==> config.mk <==
export PLATFORM = sky130hd
export DESIGN_NAME = pulse_stretch
export DESIGN_NICKNAME = d
export VERILOG_FILES = /design/src/rtl/pulse_stretch.sv
export SDC_FILE = /design/constraint.sdc
export NUM_CORES = 1
export LEC_CHECK = 0
export CAP_MARGIN = 5
export CORE_MARGIN = 2
export CORE_UTILIZATION = 55
export DETAILED_ROUTE_END_ITERATION = 16
export GPL_ROUTABILITY_DRIVEN = 0
export GPL_TIMING_DRIVEN = 0
export PLACE_DENSITY = 0.78
export SLEW_MARGIN = 20
export SYNTH_ARGS = -nofsm -noshare
export SYNTH_HDL_FRONTEND = slang
export SYNTH_SLANG_ARGS = --single-unit
==> constraint.sdc <==
create_clock -name i_Clk -period 4.5 [get_ports i_Clk]
set_input_delay 1.35 -clock i_Clk [delete_from_list [all_inputs] [get_ports i_Clk]]
set_output_delay 1.35 -clock i_Clk [all_outputs]
set_load 0.01 [all_outputs]
==> src/rtl/pulse_stretch.sv <==
// pulse_stretch: turns single-cycle event pulses into fixed-length high windows
// separated by a forced low gap. Events arriving mid-window are either queued
// (each becomes its own later window) or retrigger the current window.
//
// Handshake: there is no valid/ready pair. i_Pulse is sampled on every
// posedge and each high sample is one event; nothing is ever back-pressured.
// Events that find the queue full are dropped and flagged on o_Overflow.
module pulse_stretch #(
    parameter int HIGH_CYCLES = 4,
    parameter int GAP_CYCLES  = 2,
    parameter int QUEUE_MAX   = 3,
    parameter int RETRIGGER   = 0
) (
    input  logic                             i_Clk,
    input  logic                             i_Rst,
    input  logic                             i_Pulse,
    input  logic                             i_Clear,
    output logic                             o_Data,
    output logic                             o_Busy,
    output logic [$clog2(QUEUE_MAX+1)-1:0]   o_Pending,
    output logic                             o_Overflow,
    output logic [1:0]                       o_State
);

    localparam int PW      = $clog2(QUEUE_MAX + 1);
    localparam int CNT_MAX = (HIGH_CYCLES > GAP_CYCLES) ? HIGH_CYCLES : GAP_CYCLES;
    localparam int CW      = $clog2(CNT_MAX + 1);

    localparam logic [CW-1:0] HIGH_LOAD = CW'(HIGH_CYCLES - 1);
    localparam logic [CW-1:0] GAP_LOAD  = CW'(GAP_CYCLES - 1);
    localparam logic [PW-1:0] PEND_MAX  = PW'(QUEUE_MAX);

    localparam logic [1:0] S_IDLE = 2'd0;
    localparam logic [1:0] S_HIGH = 2'd1;
    localparam logic [1:0] S_GAP  = 2'd2;

    logic [1:0]    r_state;
    logic [CW-1:0] r_cnt;
    logic [PW-1:0] r_pend;
    logic          r_ovf;
    logic          r_data;
    logic          r_busy;

    logic [1:0]    w_state_nx;
    logic [CW-1:0] w_cnt_nx;
    logic [PW-1:0] w_pend_base;
    logic [PW-1:0] w_pend_nx;
    logic          w_ovf_nx;
    logic          w_enq;
    logic          w_deq;

    // Next-state, shared down-counter and pending-queue arithmetic. A clear is
    // applied first, so the window decision and any same-cycle event see the
    // emptied queue.
    always_comb begin
        w_state_nx  = r_state;
        w_cnt_nx    = r_cnt;
        w_pend_base = i_Clear ? '0 : r_pend;
        w_ovf_nx    = i_Clear ? 1'b0 : r_ovf;
        w_enq       = 1'b0;
        w_deq       = 1'b0;

        case (r_state)
            S_IDLE: begin
                if (i_Pulse) begin
                    w_state_nx = S_HIGH;
                    w_cnt_nx   = HIGH_LOAD;
                end
            end
            S_HIGH: begin
                if (i_Pulse && (RETRIGGER != 0)) begin
                    // Reload wins even over the exit on the last high cycle.
                    w_cnt_nx = HIGH_LOAD;
                end else begin
                    if (i_Pulse) begin
                        w_enq = 1'b1;
                    end
                    if (r_cnt == '0) begin
                        w_state_nx = S_GAP;
                        w_cnt_nx   = GAP_LOAD;
                    end else begin
                        w_cnt_nx = r_cnt - 1'b1;
                    end
                end
            end
            S_GAP: begin
                if (r_cnt != '0) begin
                    w_cnt_nx = r_cnt - 1'b1;
                    if (i_Pulse) begin
                        w_enq = 1'b1;
                    end
                end else if (w_pend_base != '0) begin
                    // Start the next queued window with no idle cycle between.
                    w_state_nx = S_HIGH;
                    w_cnt_nx   = HIGH_LOAD;
                    w_deq      = 1'b1;
                    if (i_Pulse) begin
                        w_enq = 1'b1;
                    end
                end else if (i_Pulse) begin
                    // Empty queue: the event starts the next window directly.
                    w_state_nx = S_HIGH;
                    w_cnt_nx   = HIGH_LOAD;
                end else begin
                    w_state_nx = S_IDLE;
                end
            end
            default: begin
                w_state_nx = S_IDLE;
                w_cnt_nx   = '0;
            end
        endcase

        // Saturating queue; a simultaneous enqueue and dequeue cancel out.
        w_pend_nx = w_pend_base;
        if (w_enq && !w_deq) begin
            if (w_pend_base == PEND_MAX) begin
                w_ovf_nx = 1'b1;
            end else begin
                w_pend_nx = w_pend_base + 1'b1;
            end
        end else if (w_deq && !w_enq) begin
            w_pend_nx = w_pend_base - 1'b1;
        end
    end

    // State, counter, queue and registered outputs; reset aborts everything.
    always_ff @(posedge i_Clk or posedge i_Rst) begin
        if (i_Rst) begin
            r_state <= S_IDLE;
            r_cnt   <= '0;
            r_pend  <= '0;
            r_ovf   <= 1'b0;
            r_data  <= 1'b0;
            r_busy  <= 1'b0;
        end else begin
            r_state <= w_state_nx;
            r_cnt   <= w_cnt_nx;
            r_pend  <= w_pend_nx;
            r_ovf   <= w_ovf_nx;
            r_data  <= (w_state_nx == S_HIGH);
            r_busy  <= (w_state_nx != S_IDLE);
        end
    end

    assign o_Data     = r_data;
    assign o_Busy     = r_busy;
    assign o_Pending  = r_pend;
    assign o_Overflow = r_ovf;
    assign o_State    = r_state;

endmodule

Word-level counts from Yosys, hierarchy flattened
Cells that the tools add are included.

Eq/ne operators: 4. $add $sub $neg: 3. Multiplexer cells: 25. Reduce and logical (&&, ||, !) cells: 9.

Operators with widths (number): 2-bit 2-to-1 mux (7); 3-bit 2-to-1 mux (4); 1-bit 2-to-1 mux (11); 3-bit one-hot mux with 3 select lines (1); 2-bit one-hot mux with 3 select lines (1); 2-bit by 1-bit equality test with 1-bit output (second input constant) (2); 2-bit equality test (second input constant) (2); 2-bit nonzero test (2); 3-bit zero test (1); 3-bit nonzero test (1); 3-bit by 1-bit subtractor with 3-bit output (second input constant) (1); 2-bit by 1-bit adder with 2-bit output (second input constant) (1); 1-bit logical AND (2); 1-bit zero test (2); 2-bit zero test (1); 1-bit one-hot mux with 2 select lines (1); 2-bit by 1-bit subtractor with 2-bit output (second input constant) (1).

Bits of input ports: 4. Logic and storage cells: 47. Register bits after elaboration: 10. Output and inout bits: 7.

Longest topological paths before layout
Gate-level depths: netlist of the first run.

Word-level depth: 9. Mapped depth: 8. Depth with buffers taken out: 7.

Worst setup path before layout of the first run
Ideal clock, no wire load.

Kind: input -> register. From: in i_Clear. To: reg r_pend[0] (netlist: o_Pending[0]). Setup slack: 1859 ps. Data arrival time: 2515 ps. Cell stages on the path: 7. Required time: 4374 ps. Setup time: 126 ps. Path through: nor2b_1 inv_1 ha_1 nand2b_1 mux2i_1 a2bb2oi_1 a221o_1.

Longest elaborated chain between the ends: 9.

RTL lines: from (decl) (line 17) `input logic i_Clear,`; 2-bit 2-to-1 mux * (line 58) `w_pend_base = i_Clear ? '0 : r_pend;`; 2-bit nonzero test (line 92) `end else if (w_pend_base != '0) begin`; 1-bit 2-to-1 mux (line 92); 1-bit 2-to-1 mux (line 87) `if (r_cnt != '0) begin`; 1-bit one-hot mux with 2 select lines (line 63) `case (r_state)`; 1-bit zero test (line 122) `end else if (w_deq && !w_enq) begin`; 1-bit logical AND (line 122); 2-bit 2-to-1 mux (line 122); 2-bit 2-to-1 mux * (line 116) `if (w_enq && !w_deq) begin`; via w_pend_nx[0] (line 47) `logic [PW-1:0] w_pend_nx;`; to (signal assigned) (line 139) `r_pend <= w_pend_nx;`; to (decl) (line 39) `logic [PW-1:0] r_pend;`.

Mark *: on every way through the listed nets, which the timed path passes. The rest lies on a longest branch.

Worst setup path in the final report of the first run
Ends and elaborated chain as after synthesis.

==> results of run 1 <==
layout by cell type, fill, tap and decap left out, types with 2 or more instances in the layout:
| cell | Yosys | final |
|---|---|---|
| o21ba_2 | 2 | 2 |
| nor2_1 | 8 | 8 |
| inv_1 | 14 | 14 |
| a21oi_1 | 6 | 6 |
| nand2_1 | 4 | 4 |
| nor4b_1 | 2 | 2 |
| a221oi_1 | 2 | 2 |
| nand2b_1 | 3 | 3 |
| ha_1 | 11 | 11 |
| clkbuf_4 | 0 | 3 |
| dfrtp_1 | 10 | 10 |
| clkdlybuf4s50_1 | 0 | 10 |
per-stage QoR:
| step | total power, mW | util | hold WS, ns | cells | setup slack [ns] |
|---|---|---|---|---|---|
| 4_1_cts | 0.602 | 0.695 | 0.539 | 109 | 1.51 |
| 3_5_place_dp | 0.519 | 0.667 | 0.519 | 105 | 1.24 |
| 6_report | 0.595 | 0.695 | 0.528 | 109 | 1.51 |
| 2_1_floorplan | 0.408 | - | 0.541 | 80 | 1.86 |
| 3_3_place_gp | 0.508 | 0.667 | 0.522 | 105 | 1.27 |
| 5_1_grt | 0.659 | 0.695 | 0.596 | 109 | 1.39 |
metal layers:
metal,GRT usage,vias up,routed length [µm]
li1,-,308,-
met1,0.333,258,736
met2,0.302,7,606
met3,0.0333,4,25
met4,0.100,0,19
met5,0,-,0
power breakdown:
group / internal, mW / total, mW / switching, mW / leakage (nW)
clock network: 0.0490 / 0.0768 / 0.0278 / 0.0210
registers: 0.129 / 0.160 / 0.0305 / 0.129
logic: 0.170 / 0.359 / 0.188 / 0.265
total: 0.349 / 0.595 / 0.247 / 0.415
flip-flops by register name, summed over array words and instances, names as in the netlist:
register    cells
o_Busy          1
r_cnt           3
o_Data          1
o_State         2
o_Pending       2
o_Overflow      1
logic make-up (layout without fill, tap and decap cells):
group | count (synthesis) | count (layout) | synth area share
simple gates | 21 | 21 | 0.145
compound gates | 21 | 21 | 0.213
fa+ha+maj | 11 | 11 | 0.189
buf+inv | 15 | 29 | 0.0792
mux | 2 | 2 | 0.0293
flops | 10 | 10 | 0.344
worst max-delay path, cell delays in order:
cell	delay, ns
clkdlybuf4s50_1	0.43
nor2b_1	0.30
inv_1	0.08
ha_1	0.26
nand2b_1	0.16
mux2i_1	0.12
a2bb2oi_1	0.10
a221o_1	0.32
worst max path at each step:
stage / end / cells after the start
after floorplan: o_Pending[0] / 7
after global placement: o_Pending[0] / 8
after detailed placement: o_Pending[0] / 8
after CTS: o_Pending[0] / 8
after global routing: o_Pending[1] / 8
final: o_Pending[0] / 8
final cells by class:
| type | instances | area [µm²] |
|---|---|---|
| timing repair buffer | 10 | 100 |
| clock buffer | 4 | 36.3 |
| inverter | 14 | 52.6 |
| tap | 15 | 18.8 |
| buffer | 1 | 5.00 |
| sequential | 10 | 250 |
| multi-input combinational | 55 | 419 |
| fill | 118 | 387 |
==> flow_metrics.py, run 1 <==
metrics = {
    "synth": {
        "synth_top_area_cell": "dfrtp_1",
        "synth_edf_count": 0,
        "synthCells": 80,
        "ys_seq_area_frac": 0.344,
        "synthesis.nets": 95,
        "ys_async_sr_fraction": 1.00,
        "netlist_area_um2": 727,
        "synth_cell_types": 28,
        "synth.avg_cell_area_um2": 9.09,
        "synth_most_common_cell": "inv_1",
        "synth_top_cells_by_area": "dfrtp_1, ha_1, inv_1",
        "yosysTopAreaCellShare": 0.344,
        "yosys_warnings": 0,
        "synthFlopType": "dfrtp_1",
        "ys_ff_latch": 10,
        "synth_commonest_cells": "inv_1, ha_1, dfrtp_1",
    },
    "die": {
        "die_area_um2": 1630,
        "rows": 13,
        "coreArea_um2": 1270,
        "initial_utilization": 0.573,
        "io_pins": 11,
        "die-height_um": 40.4,
        "dieWidth_um": 40.4,
    },
    "clock_tree": {
        "path_clk_slew_ns": 0.06,
        "htreeDepth": 1,
        "cts-resized-gates": 0,
        "clockBufferDepth": 2,
        "ctsHoldBuffers": 0,
        "insertion_delay_ns": 0.26,
        "cts_root_buffer": "clkbuf_4",
        "cts_sinks": 10,
        "cts_tree": "built",
        "cts_buffers": 3,
        "cts_setup_buffers": 0,
    },
    "route": {
        "first_pass_iters": 4,
        "routed_wl_um": 1390,
        "postRouteAntennaNets": 0,
        "route.vias.total": 577,
        "drc_errors": 0,
        "drt_iter0_markers": 9,
        "vias_per_cell": 5.29,
        "wl_per_cell_um": 12.7,
    },
    "worst_setup_path": {
        "setup.worst_path.end_class": "register",
        "r2r-end": "o_Pending[0]",
        "startpoint_type": "primary input",
        "arrival_ns": 3.13,
        "crit_path_max_fanout": 5,
        "worstSetupPathType": "primary input to register",
        "r2r_cells": 7,
        "reg2reg_from": "o_Pending[0]",
        "rrSetupSlack_ns": 2.66,
        "crit_required_ns": 4.64,
        "critPathLaunch": "i_Clear",
    },
    "placed_design": {
        "postPlaceCellArea_um2": 846,
        "hpwlAfterDp_um": 1110,
        "numPortBuffers": 10,
    },
    "layout": {
        "drive_above_1_share": 0.0957,
        "syn_to_final_growth_pct": 21.3,
        "diodes": 0,
        "final_net_count": 110,
        "stdcell_area_um2": 882,
    },
    "timing": {
        "tightestPinTransition_ns": 0.396,
        "slew_viol_final": 0,
        "setup_tns_ns": 0,
        "slew_headroom": 0.729,
        "fmax_mhz": 334,
        "min_period_ns": 2.99,
        "fin_skew_ns": 0.00687,
        "rsz0062_at_grt": "false",
        "hold_viol": 0,
        "fin_crit_sh": 0.665,
        "finalSetupViolCount": 0,
    },
    "status": {
        "status": "finished clean",
    },
    "hold_path": {
        "hp-class": "register to register",
        "min_from": "o_Overflow",
        "min_path_cells": 1,
        "hold_end": "o_Overflow",
    },
    "power": {
        "peakVddDrop_v": 0.000408,
        "cellPowerDensity_nw_per_um2": 675,
        "cellLeakagePower_nw": 0.415,
    },
    "flow_run": {
        "maxCapViolations": 0,
    },
    "global_routing": {
        "grt_pass1_vias": 529,
        "track_usage": 0.220,
        "grt_start_max_net_pins": 11,
        "grt_pass1_wl_um": 2320,
        "grt_overflow": 0,
        "antenna_found_initial": 0,
    },
}
Note: power is estimated with default switching activity, not from simulation.
==> run 2: changes to the inputs <==
Settings changed: CORE_UTILIZATION 55 to 51, PLACE_DENSITY 0.78 to 0.73.
Clock period 4.5 ns to 2.8 ns, I/O delays scaled along.
==> run 2 against run 1 <==
- clock power is 77% higher
- total power is 62% higher
- clock skew is 0.0036 ns lower
- design area stayed put
- final cell count stayed put
- register-to-register slack worse by 1.7 ns
- clock-buffer cell count stayed put
- non-clock buffer count stayed put
- die area is 7.1% higher
- worst hold slack better by 0.0060 ns
- core utilization is 2.6 points lower
==> flow_metrics.py, run 2 (synthesized netlist as in run 1, its figures left out) <==
metrics = {
    "worst_setup_path": {
        "startpoint_type": "primary input",
        "slowest_delay_ns": 0.44,
        "crit_path_max_fanout": 5,
        "reg2reg_from": "o_Pending[0]",
        "path_cells": "clkdlybuf4s50_1 -> nor2b_1 -> inv_1 -> ha_1 -> nand2b_1 -> mux2i_1 -> a2bb2oi_1 -> a221o_1",
        "cp.depth": 8,
        "setup.worst_path.end_class": "register",
        "rrSetupSlack_ns": 0.92,
        "path_buf_inv": 2,
        "r2r-end": "o_Pending[0]",
        "crit_required_ns": 2.96,
        "critPathSlowestCell": "clkdlybuf4s50_1",
        "arrival_ns": 2.67,
        "r2r_cells": 7,
        "worstSetupPathType": "primary input to register",
        "critPathTopFamily": "buffers and inverters",
    },
    "clock_tree": {
        "htreeDepth": 1,
        "path_clk_slew_ns": 0.07,
        "cts_buffers": 3,
        "cts_tree": "built",
        "cts_setup_buffers": 0,
        "ctsHoldBuffers": 0,
        "clockBufferDepth": 2,
        "insertion_delay_ns": 0.28,
        "cts_root_buffer": "clkbuf_4",
        "cts_sinks": 10,
        "cts-resized-gates": 0,
    },
    "power": {
        "cellPowerDensity_nw_per_um2": 1090,
        "peakVddDrop_v": 0.000712,
        "cellLeakagePower_nw": 0.415,
        "power_mw": 0.965,
    },
    "route": {
        "wl_per_cell_um": 13.3,
        "route.vias.total": 589,
        "postRouteAntennaNets": 0,
        "vias_per_cell": 5.40,
        "drc_errors": 0,
        "drt_iter0_markers": 12,
        "first_pass_iters": 4,
        "routed_wl_um": 1450,
    },
    "layout": {
        "final_cell_mix": "inv_1, ha_1, clkdlybuf4s50_1, dfrtp_1, nor2_1",
        "regMostFlops": "r_cnt",
        "final_core_utilization": 0.670,
        "drive_above_1_share": 0.0957,
        "layout_commonest_cell": "inv_1",
        "largest_register_ffs": 3,
        "diodes": 0,
        "syn_to_final_growth_pct": 21.3,
        "final_net_count": 110,
        "nFillCells": 115,
    },
    "timing": {
        "rsz0062_at_grt": "false",
        "slew_viol_final": 0,
        "setup_tns_ns": 0,
        "holdWs_ns": 0.534,
        "fin_skew_ns": 0.00324,
        "fin_crit_sh": 0.896,
        "hold_viol": 0,
        "finalSetupViolCount": 0,
        "tightestPinTransition_ns": 0.453,
        "fmax_mhz": 399,
        "slew_headroom": 0.690,
        "min_period_ns": 2.51,
    },
    "placed_design": {
        "numPortBuffers": 10,
        "hpwlAfterDp_um": 1090,
    },
    "status": {
        "status": "finished clean",
    },
    "die": {
        "io_pins": 11,
        "dieWidth_um": 41.8,
        "die_area_um2": 1740,
        "die-height_um": 41.8,
        "rows": 13,
        "coreArea_um2": 1320,
        "initial_utilization": 0.552,
    },
    "global_routing": {
        "grt_start_max_net_pins": 11,
        "grt_pass1_vias": 570,
        "grt_overflow": 0,
        "antenna_found_initial": 0,
        "grt_pass1_wl_um": 2550,
        "track_usage": 0.187,
    },
    "hold_path": {
        "hold_end": "o_Overflow",
        "min_from": "o_Overflow",
        "min_path_cells": 1,
        "hp-class": "register to register",
    },
    "flow_run": {
        "maxCapViolations": 0,
    },
}
-- run 2: report_power, final --
| group | internal [mW] | switching, mW | leakage (nW) | total, mW |
|---|---|---|---|---|
| Combinational | 0.273 | 0.301 | 0.265 | 0.573 |
| Sequential | 0.207 | 0.0478 | 0.129 | 0.255 |
| Clock | 0.0792 | 0.0568 | 0.0210 | 0.136 |
-- run 2: worst max-delay path by stage --
stage,from,endpoint,slack (ns)
3_5_place_dp,i_Clear,o_Pending[0],0.06
5_1_grt,i_Clear,o_Pending[0],0.17
6_report,i_Clear,o_Pending[0],0.29
3_3_place_gp,i_Clear,o_Pending[0],0.06
2_1_floorplan,i_Clear,o_Pending[0],0.67
4_1_cts,i_Clear,o_Pending[0],0.33
-- run 2: stage by stage --
stage / cells / worst slack [ns] / instance area [µm²]
finish: 109 / 0.291 / 882
global placement: 105 / 0.0647 / 846
CTS: 109 / 0.325 / 882
floorplan: 80 / 0.669 / 727
detailed placement: 105 / 0.0643 / 846
global route: 109 / 0.175 / 882
-- run 2: metal layers --
metal | up-vias | track usage | wire length [µm] | share of wire
met3 | 2 | 0.0522 | 48 | 0.033
met1 | 276 | 0.258 | 709 | 0.49
met2 | 7 | 0.294 | 683 | 0.47
li1 | 304 | - | - | -
met5 | - | 0 | 0 | 0
met4 | 0 | 0.0387 | 10 | 0.0069
-- run 2: worst reg2reg max path, cell delays in order, from the launching register on --
cell	delay, ns
dfrtp_1	0.37
nor2b_1	0.32
inv_1	0.09
ha_1	0.28
nand2b_1	0.16
mux2i_1	0.13
a2bb2oi_1	0.11
a221o_1	0.31
-- run 2: area by class of cell --
class | count | area (µm²) | area share
Multi-Input combinational cell | 55 | 419 | 0.475
Clock buffer | 4 | 36.3 | 0.0411
Sequential cell | 10 | 250 | 0.284
Buffer | 1 | 5.00 | 0.00567
Tap cell | 15 | 18.8 | 0.0213
Inverter | 14 | 52.6 | 0.0596
Timing Repair Buffer | 10 | 100 | 0.113
